File: src/rtl/multiply_pkg.sv
// multiply_pkg: shared definitions for the neuron datapath stages.
//
// Contents:
//   - narrow_mode_e / NARROW_MODE : how a wide product is reduced to the
//     result width. WRAP keeps the low bits; SAT clamps to the signed range.
//     NARROW_MODE is SAT when MULTIPLY_SATURATE_EN is defined.
//   - hs_t / hs_fire and HS_* constants : stb/rdy handshake helpers shared
//     by the multiply, accumulate and activation stages.
//   - sat_narrow : signed saturation of a SAT_W-bit value to out_w bits.
//     Callers sign-extend their input to SAT_W bits, so operands up to
//     SAT_W/2 bits wide (products up to SAT_W bits) are supported.
package multiply_pkg;

    typedef enum logic {
        NARROW_WRAP = 1'b0,
        NARROW_SAT  = 1'b1
    } narrow_mode_e;

`ifdef MULTIPLY_SATURATE_EN
    localparam narrow_mode_e NARROW_MODE = NARROW_SAT;
`else
    localparam narrow_mode_e NARROW_MODE = NARROW_WRAP;
`endif

    // A transfer happens on a rising clock edge where stb & rdy are both high.
    // A producer holds stb and data stable until the transfer; stb never
    // depends combinationally on rdy.
    typedef struct packed {
        logic stb;
        logic rdy;
    } hs_t;

    localparam logic HS_IDLE   = 1'b0;
    localparam logic HS_ACTIVE = 1'b1;

    function automatic logic hs_fire(input hs_t h);
        return h.stb & h.rdy;
    endfunction

    localparam int SAT_W = 64;

    function automatic logic signed [SAT_W-1:0] sat_narrow(
        input logic signed [SAT_W-1:0] s,
        input int unsigned             out_w
    );
        logic signed [SAT_W-1:0] hi;
        logic signed [SAT_W-1:0] lo;
        hi = $signed((SAT_W'(1) << (out_w - 1)) - SAT_W'(1));
        // Most negative out_w-bit value is -hi-1, i.e. the bitwise inverse.
        lo = ~hi;
        if (s > hi) begin
            sat_narrow = hi;
        end else if (s < lo) begin
            sat_narrow = lo;
        end else begin
            sat_narrow = s;
        end
    endfunction

endpackage

File: src/rtl/multiply_join.sv
// stream_join: combine two stb/rdy input streams into one.
//
// Both inputs transfer together or not at all: each input's rdy requires
// the partner's stb, so a lone stb is never accepted. rdy is combinational
// from the partner's stb and the downstream advance signal.
//
// Ports:
//   a_stb_i, b_stb_i : input stream valids
//   adv_i            : downstream can take a joined item this cycle
//   stb_o            : both inputs valid
//   a_rdy_o, b_rdy_o : per-input ready
module stream_join
    import multiply_pkg::*;
(
    input  logic a_stb_i,
    input  logic b_stb_i,
    input  logic adv_i,
    output logic stb_o,
    output logic a_rdy_o,
    output logic b_rdy_o
);

    assign stb_o   = a_stb_i & b_stb_i;
    assign a_rdy_o = adv_i & b_stb_i;
    assign b_rdy_o = adv_i & a_stb_i;

endmodule

File: src/rtl/multiply.sv
// multiply: two-stage signed multiply feeding the accumulator.
//
// Joins an activation stream (a) and a weight stream (b) into a product
// stream. Stage 1 registers the operand pair, stage 2 registers the
// shifted, narrowed product. Two cycles from accept to res_stb, one pair per
// cycle, no bubbles inside a burst (the accumulator reads a stb gap as end
// of burst), at most two pairs in flight.
//
// Handshake: an item moves on a clock edge where stb & rdy are high; the
// producer holds stb/data until then; stb never waits on rdy.
//
// Ports:
//   clk, rst            : clock, synchronous active-high reset
//   a_stb/a_dat/a_rdy   : operand A stream, signed ARGW bits
//   b_stb/b_dat/b_rdy   : operand B stream, signed ARGW bits
//   res_stb/res_dat/res_rdy : product stream, signed RESW bits
//
// Parameters: ARGW operand width, RESW result width (1..2*ARGW),
// SHIFT arithmetic right shift of the full product (0..2*ARGW-1).
//
// Build option: MULTIPLY_SATURATE_EN selects saturating narrowing instead
// of two's-complement wrap.
module multiply
    import multiply_pkg::*;
#(
    parameter int ARGW  = 16,
    parameter int RESW  = 32,
    parameter int SHIFT = 0
) (
    input  logic            clk,
    input  logic            rst,
    input  logic            a_stb,
    input  logic [ARGW-1:0] a_dat,
    output logic            a_rdy,
    input  logic            b_stb,
    input  logic [ARGW-1:0] b_dat,
    output logic            b_rdy,
    output logic            res_stb,
    output logic [RESW-1:0] res_dat,
    input  logic            res_rdy
);

    localparam int PW = 2 * ARGW;

    logic            v1_q, v1_d;
    logic [ARGW-1:0] a_q, a_d;
    logic [ARGW-1:0] b_q, b_d;
    logic            res_stb_q, res_stb_d;
    logic [RESW-1:0] res_dat_q, res_dat_d;

    logic ld2;
    logic advance;
    logic join_stb;
    hs_t  join_hs;
    logic accept;

    // Stage 2 can load when empty or being drained this cycle; stage 1 can
    // load when empty or handing off to stage 2. This keeps full throughput
    // under res_rdy=1 and caps occupancy at two pairs under backpressure.
    assign ld2     = ~res_stb_q | res_rdy;
    assign advance = ~v1_q | ld2;

    stream_join u_join (
        .a_stb_i (a_stb),
        .b_stb_i (b_stb),
        .adv_i   (advance),
        .stb_o   (join_stb),
        .a_rdy_o (a_rdy),
        .b_rdy_o (b_rdy)
    );

    assign join_hs = '{stb: join_stb, rdy: advance};
    assign accept  = hs_fire(join_hs);

    logic signed [PW-1:0]   prod;
    logic signed [PW-1:0]   shifted;
    logic        [RESW-1:0] narrowed;

    assign prod    = $signed(a_q) * $signed(b_q);
    assign shifted = prod >>> SHIFT;

`ifdef MULTIPLY_SATURATE_EN
    logic signed [SAT_W-1:0] sat_full;
    assign sat_full = sat_narrow(SAT_W'(shifted), RESW);
    assign narrowed = RESW'(sat_full);
`else
    assign narrowed = RESW'(shifted);
`endif

    always_comb begin
        v1_d      = v1_q;
        a_d       = a_q;
        b_d       = b_q;
        res_stb_d = res_stb_q;
        res_dat_d = res_dat_q;

        if (advance) begin
            v1_d = accept;
        end
        if (accept) begin
            a_d = a_dat;
            b_d = b_dat;
        end
        if (ld2) begin
            res_stb_d = v1_q;
            if (v1_q) begin
                res_dat_d = narrowed;
            end
        end
    end

    always_ff @(posedge clk) begin
        if (rst) begin
            v1_q      <= 1'b0;
            res_stb_q <= 1'b0;
            res_dat_q <= '0;
        end else begin
            v1_q      <= v1_d;
            res_stb_q <= res_stb_d;
            res_dat_q <= res_dat_d;
        end
    end

    // Operand registers are qualified by v1_q, so they need no reset.
    always_ff @(posedge clk) begin
        a_q <= a_d;
        b_q <= b_d;
    end

    assign res_stb = res_stb_q;
    assign res_dat = res_dat_q;

endmodule

File: config.mk
export PLATFORM = sky130hd
export DESIGN_NAME = multiply
export DESIGN_NICKNAME = d
export VERILOG_FILES = /design/src/rtl/multiply_pkg.sv /design/src/rtl/multiply_join.sv /design/src/rtl/multiply.sv
export SDC_FILE = /design/constraint.sdc
export NUM_CORES = 1
export LEC_CHECK = 0
export ABC_AREA = 1
export BUFFER_PORTS_ARGS = -buffer_cell sky130_fd_sc_hd__buf_2
export CAP_MARGIN = 30
export CORE_MARGIN = 3
export CORE_UTILIZATION = 45
export CTS_CLUSTER_SIZE = 30
export DETAILED_ROUTE_END_ITERATION = 16
export HOLD_SLACK_MARGIN = 0.12
export SYNTH_ARGS = -nofsm -noshare
export SYNTH_HDL_FRONTEND = slang
export SYNTH_SLANG_ARGS = --single-unit
File: constraint.sdc
create_clock -name clk -period 9.15 [get_ports clk]
set_input_delay 1.3725 -clock clk [delete_from_list [all_inputs] [get_ports clk]]
set_output_delay 1.3725 -clock clk [all_outputs]
set_load 0.005 [all_outputs]
==> results of run 1 <==
## placed cells by master, fill, tap and decap left out, drive strengths merged, types with 31 or more instances in the layout
cell	count
edfxtp	32
a21oi	31
inv	498
fa	262
nand2	413
nand3	47
dfxtp	34
nor2	105
buf	76
ha	82
## how the worst min path moves through the flow
stage | start | to | slack, ps | cells after the start
after floorplan | res_dat[0] | res_dat[0] | 460 | 2
after global placement | res_dat[2] | res_dat[2] | 450 | 2
after detailed placement | res_dat[2] | res_dat[2] | 460 | 2
after CTS | res_dat[3] | res_dat[3] | 460 | 2
after global routing | res_dat[3] | res_dat[3] | 480 | 2
final | res_dat[3] | res_dat[3] | 460 | 2
## cell type report
type	count	area share, %
multi-input cells	1020	66.6
inverters	495	13.4
flip-flops and latches	66	11.8
well taps	378	3.40
repair buffers	76	2.83
clock buffers	10	1.72
clock inverters	6	0.270
## kinds of logic (layout without fill, tap and decap cells)
kind of cell / count (synthesis) / after routing / share of synthesized area (%)
and+or+nand+nor: 591 / 591 / 18.8
buffers and inverters: 564 / 587 / 16.3
adders and majority gates: 344 / 344 / 48.2
AOI/OAI and AO/OA: 68 / 68 / 2.96
DFF: 66 / 66 / 12.6
xor gates and xnor gates: 17 / 17 / 1.14
## critical path: stages, from the launching register on
cell,delay (ps)
edfxtp_1,780
nand2_1,210
inv_1,170
fa_1,540
fa_1,870
fa_1,530
fa_1,520
fa_1,490
inv_1,50
fa_1,470
inv_1,50
ha_1,400
nand2_1,160
nor2_2,170
nand3_1,130
nor3_1,160
nand2_1,80
nand2_1,110
inv_1,50
nand2_1,60
nand3_1,60
nand2_1,70
inv_1,30
## per-stage QoR
stage	instances	worst slack [ps]	area (µm²)
floorplan	1650	3620	13000
global placement	2035	2880	13600
detailed placement	2035	2890	13600
CTS	2051	2870	13900
global route	2051	2480	13900
finish	2051	2890	13900
## flip-flops by register name, indices dropped and copies added (netlist names)
name / cells
res_dat: 32
v1_q: 1
b_q: 16
a_q: 16
res_stb: 1
## metal layers
metal | up-vias | share of wire, %
li1 | 4707 | -
met1 | 4936 | 46
met2 | 224 | 48
met3 | 22 | 4.1
met4 | 0 | 1.0
met5 | - | 0
==> run_summary.xml, run 1 <==
<?xml version="1.0" encoding="UTF-8"?>
<metrics>
  <group name="global_route">
    <metric name="globalRoute.busiestLayer" unit="">met2</metric>
    <metric name="grt_pass1_wl" unit="µm">55300</metric>
    <metric name="grt_start_max_net_pins" unit="">35</metric>
    <metric name="globalRoute.totalOverflow" unit="">0</metric>
    <metric name="grtUsageMet2" unit="%">37.6</metric>
    <metric name="global_route.usage.met3" unit="%">1.66</metric>
    <metric name="grt_util_all_layers" unit="%">22.3</metric>
    <metric name="grt_antenna_before_repair" unit="">0</metric>
    <metric name="gr-usage-met1" unit="%">32.5</metric>
    <metric name="first_global_vias" unit="">10551</metric>
  </group>
  <group name="floorplan">
    <metric name="std_cell_rows" unit="">61</metric>
    <metric name="core-area" unit="µm²">28200</metric>
    <metric name="total_die_area" unit="µm²">31000</metric>
    <metric name="initial_utilization" unit="%">46.2</metric>
    <metric name="num_io_pins" unit="">72</metric>
    <metric name="dieHeight" unit="µm">176</metric>
    <metric name="die_x" unit="µm">176</metric>
  </group>
  <group name="synthesis">
    <metric name="post_synth_edffs" unit="">32</metric>
    <metric name="synth_top_cells_by_area" unit="">fa_1, inv_1, nand2_1, ha_1, edfxtp_1</metric>
    <metric name="yosysWarningCount" unit="">0</metric>
    <metric name="post_synth.cell_area_avg" unit="µm²">7.89</metric>
    <metric name="synth.cells.most_frequent" unit="">inv_1, nand2_1, fa_1, nor2_1, ha_1</metric>
    <metric name="synth_cell_types" unit="">36</metric>
    <metric name="syn_nets" unit="">2031</metric>
    <metric name="synth_seq_area_share" unit="%">12.6</metric>
    <metric name="yosys_most_used_dff" unit="">dfxtp_1</metric>
    <metric name="yosysTopAreaCellShare" unit="%">40.3</metric>
    <metric name="netlist_area" unit="µm²">13000</metric>
    <metric name="synth-async-reset-ratio" unit="%">0</metric>
    <metric name="synthesis.instances" unit="">1650</metric>
    <metric name="synthDominantAreaCellType" unit="">fa_1</metric>
    <metric name="most_common_cell_in_the_synthesized_netlist" unit="">inv_1</metric>
    <metric name="postSynthRegisterBits" unit="">66</metric>
  </group>
  <group name="cells_and_area">
    <metric name="multi_input_area" unit="µm²">9250</metric>
    <metric name="post_route_cells_drive_above_1_share" unit="%">8.19</metric>
    <metric name="synthToLayoutAreaGrowth" unit="%">6.75</metric>
    <metric name="fin_nets" unit="">2049</metric>
    <metric name="regArea" unit="µm²">1640</metric>
    <metric name="postLayoutCoreUtil" unit="%">49.3</metric>
    <metric name="antenna-diode-count" unit="">0</metric>
    <metric name="nFillCells" unit="">2757</metric>
  </group>
  <group name="routing">
    <metric name="detail_route.first_pass.iterations" unit="">5</metric>
    <metric name="routedWlPerCell" unit="µm">15.8</metric>
    <metric name="route.final.wire_length" unit="µm">32400</metric>
    <metric name="routed_via_density" unit="">4.82</metric>
    <metric name="drc" unit="">0</metric>
    <metric name="ant_nets" unit="">0</metric>
    <metric name="routed-via-count" unit="">9889</metric>
    <metric name="detailedRoute.firstIterationViolations" unit="">605</metric>
  </group>
  <group name="timing">
    <metric name="min_period_over_period" unit="%">68.4</metric>
    <metric name="finalHoldWorstSlack" unit="ps">460</metric>
    <metric name="fin_worst_skew" unit="ps">9.82</metric>
    <metric name="fin_setup_tns" unit="ps">0</metric>
    <metric name="slew_violations" unit="">0</metric>
    <metric name="achievable-frequency" unit="MHz">160</metric>
    <metric name="worstMarginPinSlew" unit="ps">831</metric>
    <metric name="slew_headroom" unit="%">44.6</metric>
    <metric name="period_needed" unit="ps">6260</metric>
    <metric name="final_setup_violating_endpoints" unit="">0</metric>
    <metric name="hold_violations" unit="">0</metric>
    <metric name="rsz_0062_raised_after_global_routing" unit="">false</metric>
  </group>
  <group name="clock_network">
    <metric name="clock_tree_from_tritoncts" unit="">done</metric>
    <metric name="ctsRootBufferMaster" unit="">clkbuf_16</metric>
    <metric name="cts_max_path_buffers" unit="">2</metric>
    <metric name="clock_tree.htree_level_count" unit="">3</metric>
    <metric name="post-cts-setup-buffer-count" unit="">0</metric>
    <metric name="clkSinkCount" unit="">66</metric>
    <metric name="cts.clk_slew.worst_paths" unit="ps">60</metric>
    <metric name="cts-resized-gates" unit="">0</metric>
    <metric name="cts_inserted_buffers" unit="">9</metric>
    <metric name="holdBufCountCts" unit="">0</metric>
    <metric name="clock_insertion_delay_at_the_later_pin_of_the_skew_report" unit="ps">350</metric>
  </group>
  <group name="critical_path">
    <metric name="timing.critical_path.to_type" unit="">register</metric>
    <metric name="worstSetupEndpoint" unit="">res_dat[31]</metric>
    <metric name="timing.reg2reg.setup_slack" unit="ps">2890</metric>
    <metric name="worst-r2r-cell-count" unit="">22</metric>
    <metric name="critical_path.max_fanout" unit="">16</metric>
    <metric name="crit_arrival" unit="ps">6510</metric>
    <metric name="rr_endpoint" unit="">res_dat[31]</metric>
    <metric name="worst_ep_required_time" unit="ps">9400</metric>
    <metric name="reg2reg_from" unit="">a_q[15]</metric>
    <metric name="timing_worst_setup_path_type" unit="">register to register</metric>
    <metric name="timing.critical_path.from_type" unit="">register</metric>
    <metric name="timing.critical_path.from" unit="">a_q[15]</metric>
  </group>
  <group name="hold_path">
    <metric name="worstHoldPathType" unit="">register to register</metric>
  </group>
  <group name="run_status">
    <metric name="status" unit="">finished clean</metric>
  </group>
  <group name="flow_run">
    <metric name="timing.max_cap.violations" unit="">0</metric>
  </group>
  <group name="placed_design">
    <metric name="finalWeightedCongestion" unit="">0.884</metric>
    <metric name="placed_wire_length_estimate_after_detailed_placement" unit="µm">27200</metric>
    <metric name="io_buffer_count" unit="">71</metric>
  </group>
</metrics>
Power of run 1 is not shown: default switching activity piles up to over one toggle a cycle in this logic, so the estimate is an artifact.
==> run 2: changes to the inputs <==
Clock period 9.15 ns to 6.15 ns, I/O delays scaled along.
==> run_summary.xml, run 2 (same netlist as run 1, synthesis figures left out) <==
<?xml version="1.0" encoding="UTF-8"?>
<metrics>
  <group name="run_status">
    <metric name="status" unit="">finished clean</metric>
  </group>
  <group name="floorplan">
    <metric name="std_cell_rows" unit="">61</metric>
    <metric name="num_io_pins" unit="">72</metric>
    <metric name="dieHeight" unit="µm">176</metric>
    <metric name="total_die_area" unit="µm²">31000</metric>
    <metric name="initial_utilization" unit="%">46.2</metric>
    <metric name="die_x" unit="µm">176</metric>
    <metric name="core-area" unit="µm²">28200</metric>
  </group>
  <group name="cells_and_area">
    <metric name="final_area" unit="µm²">14300</metric>
    <metric name="multi_input_area" unit="µm²">9260</metric>
    <metric name="antenna-diode-count" unit="">0</metric>
    <metric name="max_ffs_per_register" unit="">32</metric>
    <metric name="post_route_cells_drive_above_1_share" unit="%">10.6</metric>
    <metric name="final_cell_mix" unit="">inv_1, nand2_1, fa_1</metric>
    <metric name="nFillCells" unit="">2745</metric>
    <metric name="fin_nets" unit="">2093</metric>
    <metric name="regArea" unit="µm²">1640</metric>
    <metric name="layout_commonest_cell" unit="">inv_1</metric>
    <metric name="synthToLayoutAreaGrowth" unit="%">9.69</metric>
  </group>
  <group name="timing">
    <metric name="slew_headroom" unit="%">52.8</metric>
    <metric name="fin_setup_tns" unit="ps">0</metric>
    <metric name="final_setup_violating_endpoints" unit="">0</metric>
    <metric name="slew_violations" unit="">0</metric>
    <metric name="achievable-frequency" unit="MHz">170</metric>
    <metric name="worstMarginPinSlew" unit="ps">707</metric>
    <metric name="rsz_0062_raised_after_global_routing" unit="">false</metric>
    <metric name="min_period_over_period" unit="%">95.5</metric>
    <metric name="fin_worst_skew" unit="ps">11.8</metric>
    <metric name="period_needed" unit="ps">5870</metric>
    <metric name="hold_violations" unit="">0</metric>
  </group>
  <group name="clock_network">
    <metric name="cts_inserted_buffers" unit="">9</metric>
    <metric name="cts.clk_slew.worst_paths" unit="ps">60</metric>
    <metric name="clkSinkCount" unit="">66</metric>
    <metric name="holdBufCountCts" unit="">0</metric>
    <metric name="clock_tree.htree_level_count" unit="">3</metric>
    <metric name="clock_tree_from_tritoncts" unit="">done</metric>
    <metric name="clock_insertion_delay_at_the_later_pin_of_the_skew_report" unit="ps">350</metric>
    <metric name="ctsRootBufferMaster" unit="">clkbuf_16</metric>
    <metric name="cts_max_path_buffers" unit="">2</metric>
  </group>
  <group name="routing">
    <metric name="detail_route.first_pass.iterations" unit="">5</metric>
    <metric name="detailedRoute.firstIterationViolations" unit="">713</metric>
    <metric name="routedWlPerCell" unit="µm">15.9</metric>
    <metric name="route.final.wire_length" unit="µm">33300</metric>
    <metric name="drc" unit="">0</metric>
    <metric name="routed-via-count" unit="">10135</metric>
    <metric name="ant_nets" unit="">0</metric>
    <metric name="routed_via_density" unit="">4.84</metric>
  </group>
  <group name="global_route">
    <metric name="grt_pass1_wl" unit="µm">55600</metric>
    <metric name="globalRoute.totalOverflow" unit="">0</metric>
    <metric name="first_global_vias" unit="">10653</metric>
    <metric name="grt_start_max_net_pins" unit="">47</metric>
    <metric name="grt_util_all_layers" unit="%">22.8</metric>
    <metric name="grt_antenna_before_repair" unit="">1</metric>
  </group>
  <group name="critical_path">
    <metric name="cp_num_buf_inv" unit="">6</metric>
    <metric name="timing.critical_path.from" unit="">b_q[12]</metric>
    <metric name="crit_arrival" unit="ps">6110</metric>
    <metric name="timing.reg2reg.setup_slack" unit="ps">280</metric>
    <metric name="timing.critical_path.to_type" unit="">register</metric>
    <metric name="worst-path-stages" unit="">19</metric>
    <metric name="critical-path-max-stage-delay" unit="ps">800</metric>
    <metric name="worst-r2r-cell-count" unit="">19</metric>
    <metric name="worst_ep_required_time" unit="ps">6390</metric>
    <metric name="timing.critical_path.from_type" unit="">register</metric>
    <metric name="critical_path.max_fanout" unit="">14</metric>
    <metric name="rr_endpoint" unit="">res_dat[18]</metric>
    <metric name="worstSetupEndpoint" unit="">res_dat[18]</metric>
    <metric name="reg2reg_from" unit="">b_q[12]</metric>
    <metric name="critical_path.slowest_cell" unit="">edfxtp_1</metric>
    <metric name="timing_worst_setup_path_type" unit="">register to register</metric>
    <metric name="path_delay_family" unit="">adder cells</metric>
    <metric name="critical_path.cell_chain" unit="">nand2_1 -&gt; fa_1 -&gt; inv_1 -&gt; fa_1 -&gt; fa_1 -&gt; fa_1 -&gt; fa_1 -&gt; inv_1 -&gt; fa_1 -&gt; inv_1 -&gt; ha_1 -&gt; a21oi_1 -&gt; o21ai_0 -&gt; inv_1 -&gt; nand3_2 -&gt; xor2_1 -&gt; buf_4 -&gt; o21ai_1 -&gt; inv_1</metric>
    <metric name="crit_path_frequent_cell" unit="">fa_1</metric>
  </group>
  <group name="placed_design">
    <metric name="placed_wire_length_estimate_after_detailed_placement" unit="µm">28800</metric>
    <metric name="dpl_cell_area" unit="µm²">13900</metric>
    <metric name="finalWeightedCongestion" unit="">0.945</metric>
    <metric name="io_buffer_count" unit="">71</metric>
  </group>
  <group name="flow_run">
    <metric name="timing.max_cap.violations" unit="">0</metric>
  </group>
  <group name="hold_path">
    <metric name="worstHoldPathType" unit="">register to register</metric>
  </group>
</metrics>
run 2: changes by cell type in the layout (fill, tap and decap cells not counted), moves of 2 or more:
cell      before  now
buf_4          5   46
buf_12         0    2
clkbuf_1       0    2
fa_1         262  260
fa_2           0    2
inv_4          3    1
run 2: worst min path at each step:
stage | cells past startpoint | startpoint | endpoint | slack [ps]
after global routing | 2 | res_dat[4] | res_dat[4] | 500
after detailed placement | 2 | res_dat[4] | res_dat[4] | 460
final | 2 | res_dat[2] | res_dat[2] | 460
after CTS | 2 | res_dat[2] | res_dat[2] | 470
after global placement | 2 | res_dat[4] | res_dat[4] | 450
after floorplan | 2 | res_dat[0] | res_dat[0] | 460
run 2: worst reg2reg max path: stages, from the launching register on:
cell      delay (ps)
edfxtp_1         800
nand2_1          160
fa_1             500
inv_1             50
fa_1             560
fa_1             460
fa_1             490
fa_1             510
inv_1             70
fa_1             480
inv_1             40
ha_1             360
a21oi_1          350
o21ai_0          220
inv_1            140
nand3_2          110
xor2_1           170
buf_4            140
o21ai_1          110
inv_1             50
run 2: metal layers:
| layer | part of all wire, % | track usage [%] | vias to the layer above |
|---|---|---|---|
| met2 | 47 | 37.7 | 264 |
| met4 | 1.2 | 3.43 | 2 |
| met3 | 4.6 | 3.01 | 33 |
| li1 | - | - | 4793 |
| met5 | 0.039 | 0 | - |
| met1 | 47 | 33.0 | 5043 |
run 2: final cells by class:
type,count,area share (%)
Multi-Input combinational cell,1020,64.9
Sequential cell,66,11.5
Clock inverter,3,0.140
Tap cell,378,3.31
Inverter,495,13.0
Timing Repair Buffer,120,5.27
Clock buffer,13,1.90
run 2: timing repair:
item / 4_1_cts / 5_1_grt
buffers inserted: 0 / 3
setup endpoints to repair: 0 / 8
resized for setup: 0 / 4
run 2: per-stage QoR:
step	hold slack, ps	setup slack [ps]	util (%)	std cells
after floorplan	462	624	-	1650
after global placement	454	159	49.5	2076
after detailed placement	460	268	49.5	2076
after CTS	469	202	50.5	2092
after global routing	496	16.7	50.7	2095
final	465	280	50.7	2095
Power of run 2 is left out for the same reason.
